==> src/rtl/alu_pkg.sv <==
// ALU operation codes and RV32I funct3/funct7 constants shared by the ALU,
// the operand stage and the existing operation wrappers.
package alu_pkg;

  localparam logic [3:0] ALU_AND  = 4'b0000;
  localparam logic [3:0] ALU_OR   = 4'b0001;
  localparam logic [3:0] ALU_ADD  = 4'b0010;
  localparam logic [3:0] ALU_XOR  = 4'b0011;
  localparam logic [3:0] ALU_SLL  = 4'b0100;
  localparam logic [3:0] ALU_SRL  = 4'b0101;
  localparam logic [3:0] ALU_SUB  = 4'b0110;
  localparam logic [3:0] ALU_SLT  = 4'b0111;
  localparam logic [3:0] ALU_SLTU = 4'b1000;
  localparam logic [3:0] ALU_SRA  = 4'b1011;

  localparam logic [2:0] F3_ADD_SUB = 3'b000;
  localparam logic [2:0] F3_SLL     = 3'b001;
  localparam logic [2:0] F3_SLT     = 3'b010;
  localparam logic [2:0] F3_SLTU    = 3'b011;
  localparam logic [2:0] F3_XOR     = 3'b100;
  localparam logic [2:0] F3_SRL_SRA = 3'b101;
  localparam logic [2:0] F3_OR      = 3'b110;
  localparam logic [2:0] F3_AND     = 3'b111;

  localparam logic [6:0] FUNCT7_BASE = 7'b0000000;
  localparam logic [6:0] FUNCT7_ALT  = 7'b0100000;

  function automatic logic is_shift(input logic [2:0] funct3);
    return (funct3 == F3_SLL) || (funct3 == F3_SRL_SRA);
  endfunction

endpackage

==> src/rtl/alu_op_decode.sv <==
// Combinational decode of an OP / OP-IMM instruction into the ALU operation
// code, the shaped operand B and a malformed-encoding flag.
module alu_op_decode
  import alu_pkg::*;
#(
  parameter int DATA_WIDTH    = 32,
  parameter int OPCODE_LENGTH = 4
) (
  input  logic                     is_imm,
  input  logic [2:0]               funct3,
  input  logic [6:0]               funct7,
  input  logic [DATA_WIDTH-1:0]    rs2_data,
  input  logic [DATA_WIDTH-1:0]    imm,
  output logic [OPCODE_LENGTH-1:0] op,
  output logic [DATA_WIDTH-1:0]    src_b,
  output logic                     illegal
);

  logic [6:0] imm_hi;
  logic       alt;

  assign imm_hi = imm[11:5];
  // Shift-immediates carry the arithmetic-shift selector in imm[10].
  assign alt    = is_imm ? imm[10] : funct7[5];

  always_comb begin
    op = ALU_ADD;
    unique case (funct3)
      F3_ADD_SUB: op = (!is_imm && alt) ? ALU_SUB : ALU_ADD;
      F3_SLL:     op = ALU_SLL;
      F3_SLT:     op = ALU_SLT;
      F3_SLTU:    op = ALU_SLTU;
      F3_XOR:     op = ALU_XOR;
      F3_SRL_SRA: op = alt ? ALU_SRA : ALU_SRL;
      F3_OR:      op = ALU_OR;
      F3_AND:     op = ALU_AND;
      default:    op = ALU_ADD;
    endcase

    illegal = 1'b0;
    if (is_imm) begin
      if (funct3 == F3_SLL && imm_hi != FUNCT7_BASE)
        illegal = 1'b1;
      if (funct3 == F3_SRL_SRA && imm_hi != FUNCT7_BASE && imm_hi != FUNCT7_ALT)
        illegal = 1'b1;
    end else begin
      if (funct7 != FUNCT7_BASE && funct7 != FUNCT7_ALT)
        illegal = 1'b1;
      else if (funct7 == FUNCT7_ALT && funct3 != F3_ADD_SUB && funct3 != F3_SRL_SRA)
        illegal = 1'b1;
    end
    if (illegal)
      op = ALU_ADD;

    src_b = '0;
    if (!is_imm)
      src_b = rs2_data;
    else if (is_shift(funct3))
      src_b[4:0] = imm[4:0];
    else
      src_b = imm;
  end

endmodule

==> src/rtl/ex_operand_stage.sv <==
// Decode-to-ALU pipeline stage: decodes the ALU operation on the input side
// and holds results in a main + skid register pair for full-rate handshaking.
module ex_operand_stage
  import alu_pkg::*;
#(
  parameter int DATA_WIDTH    = 32,
  parameter int OPCODE_LENGTH = 4,
  parameter int REG_ADDR_W    = 5
) (
  input  logic                     clk,
  input  logic                     reset,
  input  logic                     flush,
  input  logic                     in_valid,
  output logic                     in_ready,
  input  logic                     in_is_imm,
  input  logic [2:0]               in_funct3,
  input  logic [6:0]               in_funct7,
  input  logic [DATA_WIDTH-1:0]    in_rs1_data,
  input  logic [DATA_WIDTH-1:0]    in_rs2_data,
  input  logic [DATA_WIDTH-1:0]    in_imm,
  input  logic [REG_ADDR_W-1:0]    in_rd,
  output logic                     out_valid,
  input  logic                     out_ready,
  output logic [DATA_WIDTH-1:0]    SrcA,
  output logic [DATA_WIDTH-1:0]    SrcB,
  output logic [OPCODE_LENGTH-1:0] Operation,
  output logic [REG_ADDR_W-1:0]    out_rd,
  output logic                     out_illegal
);

  typedef enum logic [1:0] {EMPTY, ONE, FULL} state_t;

  state_t                   state;
  logic [OPCODE_LENGTH-1:0] dec_op;
  logic [DATA_WIDTH-1:0]    dec_src_b;
  logic                     dec_illegal;
  logic                     accept;
  logic                     consume;

  logic [DATA_WIDTH-1:0]    skid_src_a;
  logic [DATA_WIDTH-1:0]    skid_src_b;
  logic [OPCODE_LENGTH-1:0] skid_op;
  logic [REG_ADDR_W-1:0]    skid_rd;
  logic                     skid_illegal;

  alu_op_decode #(
    .DATA_WIDTH   (DATA_WIDTH),
    .OPCODE_LENGTH(OPCODE_LENGTH)
  ) u_decode (
    .is_imm  (in_is_imm),
    .funct3  (in_funct3),
    .funct7  (in_funct7),
    .rs2_data(in_rs2_data),
    .imm     (in_imm),
    .op      (dec_op),
    .src_b   (dec_src_b),
    .illegal (dec_illegal)
  );

  assign accept  = in_valid & in_ready;
  assign consume = out_valid & out_ready;

  // The main register is the output register, so outputs stay stable
  // whenever execute stalls.
  always_ff @(posedge clk or posedge reset) begin
    if (reset) begin
      state        <= EMPTY;
      in_ready     <= 1'b1;
      out_valid    <= 1'b0;
      SrcA         <= '0;
      SrcB         <= '0;
      Operation    <= ALU_ADD;
      out_rd       <= '0;
      out_illegal  <= 1'b0;
      skid_src_a   <= '0;
      skid_src_b   <= '0;
      skid_op      <= ALU_ADD;
      skid_rd      <= '0;
      skid_illegal <= 1'b0;
    end else if (flush) begin
      state     <= EMPTY;
      in_ready  <= 1'b1;
      out_valid <= 1'b0;
    end else begin
      case (state)
        EMPTY: begin
          if (accept) begin
            SrcA        <= in_rs1_data;
            SrcB        <= dec_src_b;
            Operation   <= dec_op;
            out_rd      <= in_rd;
            out_illegal <= dec_illegal;
            out_valid   <= 1'b1;
            state       <= ONE;
          end
        end
        ONE: begin
          if (accept && consume) begin
            SrcA        <= in_rs1_data;
            SrcB        <= dec_src_b;
            Operation   <= dec_op;
            out_rd      <= in_rd;
            out_illegal <= dec_illegal;
          end else if (accept) begin
            skid_src_a   <= in_rs1_data;
            skid_src_b   <= dec_src_b;
            skid_op      <= dec_op;
            skid_rd      <= in_rd;
            skid_illegal <= dec_illegal;
            in_ready     <= 1'b0;
            state        <= FULL;
          end else if (consume) begin
            out_valid <= 1'b0;
            state     <= EMPTY;
          end
        end
        FULL: begin
          if (consume) begin
            SrcA        <= skid_src_a;
            SrcB        <= skid_src_b;
            Operation   <= skid_op;
            out_rd      <= skid_rd;
            out_illegal <= skid_illegal;
            in_ready    <= 1'b1;
            state       <= ONE;
          end
        end
        default: begin
          state     <= EMPTY;
          in_ready  <= 1'b1;
          out_valid <= 1'b0;
        end
      endcase
    end
  end

endmodule

==> config.mk <==
export PLATFORM = sky130hd
export DESIGN_NAME = ex_operand_stage
export DESIGN_NICKNAME = d
export VERILOG_FILES = /design/src/rtl/alu_pkg.sv /design/src/rtl/alu_op_decode.sv /design/src/rtl/ex_operand_stage.sv
export SDC_FILE = /design/constraint.sdc
export NUM_CORES = 1
export LEC_CHECK = 0
export ABC_CLOCK_PERIOD_IN_PS = 4300
export BUFFER_PORTS_ARGS = -buffer_cell sky130_fd_sc_hd__buf_2
export CAP_MARGIN = 10
export CELL_PAD_IN_SITES_DETAIL_PLACEMENT = 1
export CELL_PAD_IN_SITES_GLOBAL_PLACEMENT = 1
export CORE_ASPECT_RATIO = 1.1
export CORE_MARGIN = 1
export CORE_UTILIZATION = 35
export DETAILED_ROUTE_END_ITERATION = 8
export PLACE_DENSITY_LB_ADDON = 0.1
export SLEW_MARGIN = 20
export SYNTH_ARGS = -nofsm -noshare
export SYNTH_HDL_FRONTEND = slang
export SYNTH_SLANG_ARGS = --single-unit
==> constraint.sdc <==
create_clock -name clk -period 4.3 [get_ports clk]
set_input_delay 0.215 -clock clk [delete_from_list [all_inputs] [get_ports clk]]
set_output_delay 0.215 -clock clk [all_outputs]
set_load 0.02 [all_outputs]
Yosys cells after proc, flatten, opt, wreduce, memory -nomap -nowiden
Index checks and enable logic that the tools add are counted.
W data, S select, Z words.
- $add $sub $neg: 0
- magnitude comparators: 0
- reduce and logical (&&, ||, !) cells: 21
- div/mod/pow operators: 0
- equal/unequal tests: 25
- bitwise logic cells: 4
- multiplexer cells: 50
- $mul: 0
- shift-type cells: 0
- operators by type and width (operator ; count):
    $mux W32 ; 7
    $pmux W32 S3 ; 2
    $pmux W4 S8 ; 1
    $mux W27 ; 1
    $ne A3 B3 Y1 const B ; 7
    $mux W4 ; 5
    $mux W1 ; 18
    $mux W5 ; 3
    $pmux W5 S3 ; 1
    $ne A7 B6 Y1 const B ; 2
    $reduce_bool A7 Y1 ; 2
    $eq A3 B3 Y1 const B ; 4
    $mux W2 ; 6
    $pmux W4 S3 ; 1
    $reduce_and A4 Y1 ; 3
    $ne A2 B2 Y1 const B ; 5
    $reduce_and A5 Y1 ; 2
    $pmux W1 S3 ; 3
    $logic_and A1 B1 Y1 ; 8
    $eq A7 B6 Y1 const B ; 1
    $eq A3 B2 Y1 const B ; 2
    $pmux W2 S3 ; 1
    $reduce_bool A3 Y1 ; 2
    $ne A4 B4 Y1 const B ; 1
    10 further kinds ; 12
- bits of input ports: 117
- word-level logic and storage cells: 113
- memory bits (read-only): 0
- register bits after elaboration: 152
- latch bits: 0
- output and inout bits: 76
- bits in writable memories: 0
- memories kept: 0

Depth between registers and ports, before layout
Gate-level depths: netlist (run 1).
- depth in word-level cells: 9
- depth in mapped cells: 7
- depth with buffers taken out: 4

Cells and area by module
Synthesis (run 1) repeated with hierarchy kept, for this count alone.
- cell total of the unflattened synthesis: 743
- area total of the unflattened synthesis: 7957.6 um^2
- modules (own cells, without submodules) (module ; times used ; cells an instance ; area an instance (um^2) ; sequential area each (um^2)):
    ex_operand_stage ; 1 ; 623 ; 7327.0 ; 3807.4
    alu_op_decode ; 1 ; 120 ; 630.6 ; 0.0

Least setup slack after synthesis (run 1)
Ideal clock, no wire load.
- kind: reg2reg
- from: reg in_ready
- to: reg Operation[2]
- library setup time: 0.136 ns
- period minus slack after synthesis: 1.677 ns
- arrival: 1.541 ns
- setup slack: 2.623 ns
- cell stages (with the launch flop): 6
- path buffers: 1
- data required time: 4.164 ns
- cell sequence: dfstp_2 -> nand3b_4 -> o32ai_4 -> buf_2 -> mux2i_1 -> o31ai_1
- cells in the longest elaborated chain, start to end: 4
- elaborated cells between the ends (all ways): 5
- those cells by class: eq/ne: 2; bitwise: 1; reduce/logical: 2
- ends and longest elaborated chain (item ; line ; text):
    from (decl) ; ex_operand_stage.sv:14 ; output logic in_ready,
    from (signal assigned) ; ex_operand_stage.sv:68 ; in_ready <= 1'b1;
    from (signal assigned) ; ex_operand_stage.sv:82 ; in_ready <= 1'b1;
    from (signal assigned) ; ex_operand_stage.sv:110 ; in_ready <= 1'b0;
    $and A1 B1 Y1 * ; ex_operand_stage.sv:60 ; assign accept = in_valid & in_ready;
    $logic_and A1 B1 Y1 ; ex_operand_stage.sv:98 ; if (accept && consume) begin
    $ne A2 B2 Y1 (no line) ; - ;
    $reduce_and A5 Y1 (no line) * ; - ;
    to (signal assigned) ; ex_operand_stage.sv:90 ; Operation <= dec_op;
    to (signal assigned) ; ex_operand_stage.sv:101 ; Operation <= dec_op;
    to (signal assigned) ; ex_operand_stage.sv:121 ; Operation <= skid_op;
    to (decl) ; ex_operand_stage.sv:26 ; output logic [OPCODE_LENGTH-1:0] Operation,
Every way passes the cells marked *; elsewhere a longest branch is shown, timed or not.
A chain may end at the register's enable or synchronous reset.

Worst setup path after layout (run 1)
- from: reg state[1]
- to: reg skid_src_a[12]
- cells in the longest elaborated chain, start to end: 2
- ends and longest elaborated chain (item ; line ; text):
    from (decl) ; ex_operand_stage.sv:33 ; state_t state;
    from (signal assigned) ; ex_operand_stage.sv:67 ; state <= EMPTY;
    from (signal assigned) ; ex_operand_stage.sv:81 ; state <= EMPTY;
    from (signal assigned) ; ex_operand_stage.sv:94 ; state <= ONE;
    $eq A2 B1 Y1 ; ex_operand_stage.sv:85 ; case (state)
    $reduce_and A4 Y1 (no line) ; - ;
    to (signal assigned) ; ex_operand_stage.sv:105 ; skid_src_a <= in_rs1_data;
    to (decl) ; ex_operand_stage.sv:40 ; logic [DATA_WIDTH-1:0] skid_src_a;
Every way passes these cells.

==> results.sh, run 1 <==
export IMPL_worst_slew_pin_slew_ns=0.918
export IMPL_status="complete, no violations"
export IMPL_syn_area_um2=7040
export IMPL_cp_slowest_stage_delay_ns=0.68
export IMPL_worst_r2r_path_depth=4
export IMPL_fp_dieW_um=137
export IMPL_place_port_buffers=192
export IMPL_clock_sinks=152
export IMPL_fmax_mhz=402
export IMPL_wl_per_cell_um=16.4
export IMPL_grt_overflow_total=0
export IMPL_ys_flop_type="dfrtp_1"
export IMPL_num_antenna_cells=0
export IMPL_ys_types=46
export IMPL_crit_path_end_kind="flop"
export IMPL_drive_gt1_share_pct=33.8
export IMPL_placed_cells=1095
export IMPL_nNetsFinal=982
export IMPL_crit_path_cell_trace="and4bb_2 > nand2_4 > buf_4 > mux2_2"
export IMPL_cts_hold_buf=2
export IMPL_mostFrequentLayoutCell="buf_2"
export IMPL_synth_avg_cell_area_um2=10.1
export IMPL_fill_cells=2280
export IMPL_clk_pin_slew_ns=0.06
export IMPL_worstSetupEndpoint="skid_src_a[12]$_DFFE_PP0P_"
export IMPL_area_growth_pct=24.6
export IMPL_wl_um=18500
export IMPL_yosys_warnings=0
export IMPL_critPathBufInv=1
export IMPL_vias=5794
export IMPL_placementRows=54
export IMPL_grt_use_total_pct=19.0
export IMPL_async_reset_ff_share_pct=100
export IMPL_place_hpwl_um=12400
export IMPL_clkLatencyLatePin_ns=0.42
export IMPL_cp_startpoint="state[1]$_DFFE_PP0P_"
export IMPL_criticalPathCategory="reg2reg"
export IMPL_drt_iter0_drc=192
export IMPL_required_ns=4.61
export IMPL_worst_r2r_setup_slack_ns=1.81
export IMPL_vdd_drop_max_mv=0.250
export IMPL_slew_violations=0
export IMPL_rr_startpoint="state[1]$_DFFE_PP0P_"
export IMPL_via_per_inst=5.13
export IMPL_fin_crit_sh_pct=57.9
export IMPL_cts_buffers=17
export IMPL_p_leak_nw=4.23
export IMPL_synth_seq_cells=152
export IMPL_syn_instance_count=697
export IMPL_gp_congestion=0.719
export IMPL_rsz0062_at_grt="false"
export IMPL_synth_area_leader_cell="dfrtp_1"
export IMPL_min_period_ns=2.49
export IMPL_grt_pass1_vias=6042
export IMPL_dieArea_um2=20700
export IMPL_pre_cts_ws_ns=1.78
export IMPL_cts_max_level=4
export IMPL_core_area_um2=19800
export IMPL_remaining_drc_errors=0
export IMPL_synth_edf_count=0
export IMPL_seq_area_frac_synth_pct=54.1
export IMPL_cts_tree="done"
export IMPL_startpoint_type="flop"
export IMPL_antenna_found_initial=1
export IMPL_firstDrtPassIters=4
export IMPL_fp_dieH_um=151
export IMPL_hp_class="in2reg"
export IMPL_synthTopCellsByArea="dfrtp_1 53%, nand2_1 6.4%, mux2_2 5.9%"
export IMPL_rr_endpoint="skid_src_a[12]$_DFFE_PP0P_"
export IMPL_worstPathArrival_ns=2.79
export IMPL_tns_ns=0
export IMPL_synth_nets=814
export IMPL_regArea_um2=3810
export IMPL_grt_max_degree=103
export IMPL_instances_no_fill=1130
export IMPL_critPathSlowestCell="nand2_4"
export IMPL_skew_ns=0.0105
export IMPL_layout_common_cells="191 x buf_2, 149 x dfrtp_1, 120 x nand2_1"
export IMPL_cts_root_buf="clkbuf_16"
export IMPL_powerDensity_nw_per_um2=616
export IMPL_cts_buffer_depth=2
export IMPL_start_util_pct=35.6
export IMPL_max_cap_violations=0
export IMPL_ant_nets=0
export IMPL_crit_family="simple AND/OR/NAND/NOR gates"
export IMPL_post_cts_setup_buffers=0
export IMPL_fin_util_pct=44.3
export IMPL_cts_resized=0
export IMPL_crit_cells=4
export IMPL_grt_pass1_wl_um=30200
export IMPL_io_pins=193
export IMPL_hold_viol_final=0
export IMPL_multi_input_area_um2=2960
export IMPL_report_final_setup_viol=0
export IMPL_fin_ws_ns=1.81
export IMPL_relSlewSlack_pct=38.8
export IMPL_yosysTopAreaCellShare_pct=53.0
export IMPL_crit_fanout=88
[flip-flops by register name, summed over array words and instances (netlist names)]
name / flops
skid_illegal: 1
out_rd: 5
skid_src_a: 32
SrcA: 32
Operation: 4
out_illegal: 1
skid_src_b: 32
skid_op: 4
out_valid: 1
state: 2
SrcB: 32
in_ready: 1
skid_rd: 5
[logic make-up (layout without fill, tap and decap cells)]
group	after synthesis	after routing	share of synthesized area (%)
AO/OA/AOI/OAI	188	188	18.7
XOR/XNOR	1	1	0.124
buffers and inverters	59	240	4.18
flip-flops	152	152	54.1
multiplexers	48	48	7.52
AND/OR/NAND/NOR	249	249	15.4
[synthesized netlist by cell type (all sizes together), types with 2 or more instances]
master  number
a31oi       65
inv          4
a211oi      28
nor2b       28
nor2        74
o31a         2
and2         3
mux2i        9
clkbuf      16
nor4         2
buf         39
nand2b       9
dfrtp      149
nor3         3
nand2      121
dfstp        3
o31ai        3
a21oi        9
o21ai       42
nand3        4
nand3b       2
a21o        27
mux2        39
[stage by stage]
stage	hold WS [ns]	power (mW)	cell area [um2]
global placement	0.406	3.95	8140
floorplan	0.347	3.44	7040
CTS	0.0186	5.50	8740
finish	0.0447	5.41	8770
global route	0.0289	5.79	8770
detailed placement	0.430	4.05	8150
[metal layers]
layer | track usage, % | wire length, um | vias to the layer above | share of wire (%)
met3 | 4.68 | 900 | 20 | 4.9
li1 | - | - | 2767 | -
met4 | 6.04 | 264 | 2 | 1.4
met1 | 23.7 | 8300 | 2857 | 45
met5 | 0 | 17 | - | 0.092
met2 | 32.1 | 8990 | 148 | 49
[layout make-up]
type | count | share of cell area (%)
flip-flops and latches | 152 | 43.4
multi-input cells | 486 | 33.7
repair buffers | 204 | 12.6
clock buffers | 21 | 5.48
well taps | 252 | 3.59
clock inverters | 11 | 1.03
inverters | 4 | 0.214
[worst register-to-register path, stage by stage (launching register included)]
cell and delay [ns]:
dfrtp_1 0.52, and4bb_2 0.32, nand2_4 0.68, buf_4 0.47, mux2_2 0.39
[how the worst min path moves through the flow]
| stage | from | endpoint | slack [ns] | cells after the start |
|---|---|---|---|---|
| 2_1_floorplan | in_rs1_data[30] | skid_src_a[30]$_DFFE_PP0P_ | 0.35 | 1 |
| 3_3_place_gp | reset | SrcB[3]$_DFFE_PP0P_ | 0.41 | 3 |
| 3_5_place_dp | reset | skid_src_a[6]$_DFFE_PP0P_ | 0.43 | 3 |
| 4_1_cts | in_rs1_data[20] | skid_src_a[20]$_DFFE_PP0P_ | 0.02 | 2 |
| 5_1_grt | in_rs1_data[4] | skid_src_a[4]$_DFFE_PP0P_ | 0.03 | 2 |
| 6_report | in_rs1_data[7] | skid_src_a[7]$_DFFE_PP0P_ | 0.04 | 2 |
[power by group]
| part | leakage, nW | switching (mW) | internal (mW) |
|---|---|---|---|
| registers | 1.83 | 0.328 | 2.04 |
| clock network | 0.276 | 0.612 | 0.808 |
| logic | 2.12 | 0.954 | 0.665 |
| total | 4.23 | 1.89 | 3.52 |
No activity file was read; power rests on OpenSTA's default activity.
==> inputs of run 2 (changes only) <==
--- a/config.mk
+++ b/config.mk
@@ -5,7 +5,7 @@
 export SDC_FILE = /design/constraint.sdc
 export NUM_CORES = 1
 export LEC_CHECK = 0
-export ABC_CLOCK_PERIOD_IN_PS = 4300
+export ABC_CLOCK_PERIOD_IN_PS = 2510
 export BUFFER_PORTS_ARGS = -buffer_cell sky130_fd_sc_hd__buf_2
 export CAP_MARGIN = 10
 export CELL_PAD_IN_SITES_DETAIL_PLACEMENT = 1
==> constraint.sdc (replaced) <==
create_clock -name clk -period 2.51 [get_ports clk]
set_input_delay 0.1255 -clock clk [delete_from_list [all_inputs] [get_ports clk]]
set_output_delay 0.1255 -clock clk [all_outputs]
set_load 0.02 [all_outputs]
==> run 2 against run 1 <==
  * First-iteration DRC count is 11% lower
  * Die area unchanged
  * Largest cell class unchanged
  * Sequential power grew 72%
  * Count of clock-buffer cells in the layout decreased by 2
  * Power is 80% higher
  * Clock skew is 0.0048 ns lower
  * Worst setup slack worse by 1.4 ns
  * Critical path depth rose by 1
  * Sequential cell count unchanged
  * Hold slack worse by 0.026 ns
  * Sequential share of layout area decreased by 2.3 points
  * Global-route usage increased by 0.96 points
==> results.sh, run 2 (synthesized netlist as in run 1, its figures left out) <==
export IMPL_clkLatencyLatePin_ns=0.42
export IMPL_place_port_buffers=192
export IMPL_post_cts_setup_buffers=0
export IMPL_powerDensity_nw_per_um2=1050
export IMPL_place_hpwl_um=13600
export IMPL_min_period_ns=2.10
export IMPL_slew_violations=0
export IMPL_grt_overflow_total=0
export IMPL_grt_pass1_vias=6277
export IMPL_grt_max_degree=65
export IMPL_fin_crit_sh_pct=83.7
export IMPL_required_ns=2.88
export IMPL_io_pins=193
export IMPL_vias=5990
export IMPL_holdWs_ns=0.0188
export IMPL_p_sw_mw=3.27
export IMPL_cts_max_level=4
export IMPL_drt_iter0_drc=171
export IMPL_start_util_pct=35.6
export IMPL_via_per_inst=5.12
export IMPL_p_leak_nw=4.45
export IMPL_firstDrtPassIters=5
export IMPL_wl_um=19400
export IMPL_cts_hold_buf=39
export IMPL_dieArea_um2=20700
export IMPL_crit_fanout=64
export IMPL_num_antenna_cells=0
export IMPL_fp_dieW_um=137
export IMPL_clock_sinks=152
export IMPL_antenna_found_initial=0
export IMPL_instances_no_fill=1171
export IMPL_placed_cells=1101
export IMPL_cts_root_buf="clkbuf_16"
export IMPL_swShare_pct=33.5
export IMPL_hold_viol_final=0
export IMPL_grt_pass1_wl_um=31800
export IMPL_ant_nets=0
export IMPL_rsz0062_at_grt="false"
export IMPL_gp_congestion=0.749
export IMPL_clk_pin_slew_ns=0.06
export IMPL_power_frac_comb_pct=29.3
export IMPL_core_area_um2=19800
export IMPL_p_int_mw=6.47
export IMPL_drive_gt1_share_pct=32.6
export IMPL_mostFrequentLayoutCell="buf_2"
export IMPL_status="complete, no violations"
export IMPL_startpoint_type="flop"
export IMPL_remaining_drc_errors=0
export IMPL_tns_ns=0
export IMPL_worst_slew_pin_slew_ns=0.771
export IMPL_criticalPathCategory="reg2reg"
export IMPL_grt_use_total_pct=20.0
export IMPL_cts_tree="done"
export IMPL_fp_dieH_um=151
export IMPL_max_cap_violations=0
export IMPL_power_total_mw=9.74
export IMPL_layout_common_cells="192 x buf_2, 149 x dfrtp_1, 120 x nand2_1"
export IMPL_wl_per_cell_um=16.6
export IMPL_report_final_setup_viol=0
export IMPL_seqPwrFrac_pct=41.9
export IMPL_placementRows=54
export IMPL_nNetsFinal=1024
export IMPL_vdd_drop_max_mv=0.513
export IMPL_area_growth_pct=31.7
export IMPL_pwr_share_clk_pct=28.8
export IMPL_worstPathArrival_ns=2.47
export IMPL_crit_path_end_kind="flop"
export IMPL_cts_resized=0
export IMPL_skew_ns=0.00576
export IMPL_relSlewSlack_pct=48.6
export IMPL_hp_class="in2reg"
export IMPL_cts_buffers=17
export IMPL_fmax_mhz=476
export IMPL_cts_buffer_depth=2
## run 2: changes by cell type in the layout (fill, tap and decap cells not counted), moves of 2 or more
cell	before	now
dlygate4sd3_1	2	39
bufinv_16	0	5
clkbuf_8	4	1
buf_4	7	10
buf_12	1	5
clkinvlp_4	3	5
clkinv_4	6	0
## run 2: worst paths after layout
kind,to,from,slack [ns],cells past startpoint
worst min register to register,SrcB[6]$_DFFE_PP0P_,SrcB[6]$_DFFE_PP0P_,0.48,1
min in group asynchronous,skid_src_a[5]$_DFFE_PP0P_,reset,0.36,3
worst max-delay path,SrcB[20]$_DFFE_PP0P_,state[0]$_DFFE_PP0P_,0.41,5
worst max register to register,SrcB[20]$_DFFE_PP0P_,state[0]$_DFFE_PP0P_,0.41,5
worst min-delay path,skid_src_b[4]$_DFFE_PP0P_,in_rs2_data[4],0.02,3
max in group asynchronous,in_ready$_DFFE_PP1P_,reset,1.30,4
## run 2: power groups by stage
stage          logic, mW  clock network (mW)  registers [mW]
3_3_place_gp        2.73                   0            4.06
2_1_floorplan       1.30                   0            4.59
6_report            2.85                2.80            4.08
5_1_grt             3.19                2.98            4.24
4_1_cts             2.91                2.89            4.10
3_5_place_dp        2.85                   0            4.13
## run 2: metrics by stage
stage	utilization, %	area, um2	setup WS (ns)
floorplan	-	7040	0.470
global placement	41.6	8240	0.480
detailed placement	41.6	8240	0.418
CTS	46.8	9270	0.395
global route	46.8	9270	0.231
finish	46.8	9270	0.409
## run 2: routing by layer
metal  routed length, um  vias up  GRT usage [%]
met3                 871       20           4.55
met4                 269        0           6.59
met5                   0        -              0
li1                    -     2852              -
met1                8600     2968           24.9
met2                9650      150           33.9
## run 2: area by class of cell
| class | instances | area [um2] |
|---|---|---|
| clock buffers | 19 | 443 |
| clock inverters | 12 | 199 |
| fillers | 2245 | 10500 |
| inverters | 4 | 18.8 |
| multi-input cells | 486 | 2960 |
| flip-flops and latches | 152 | 3810 |
| well taps | 252 | 315 |
| repair buffers | 246 | 1530 |
## run 2: worst max-delay path: stages (launching register included)
cell	delay, ns
dfrtp_1	0.52
nand2b_4	0.36
buf_4	0.64
nor2_1	0.08
a211oi_1	0.26
a21o_1	0.12
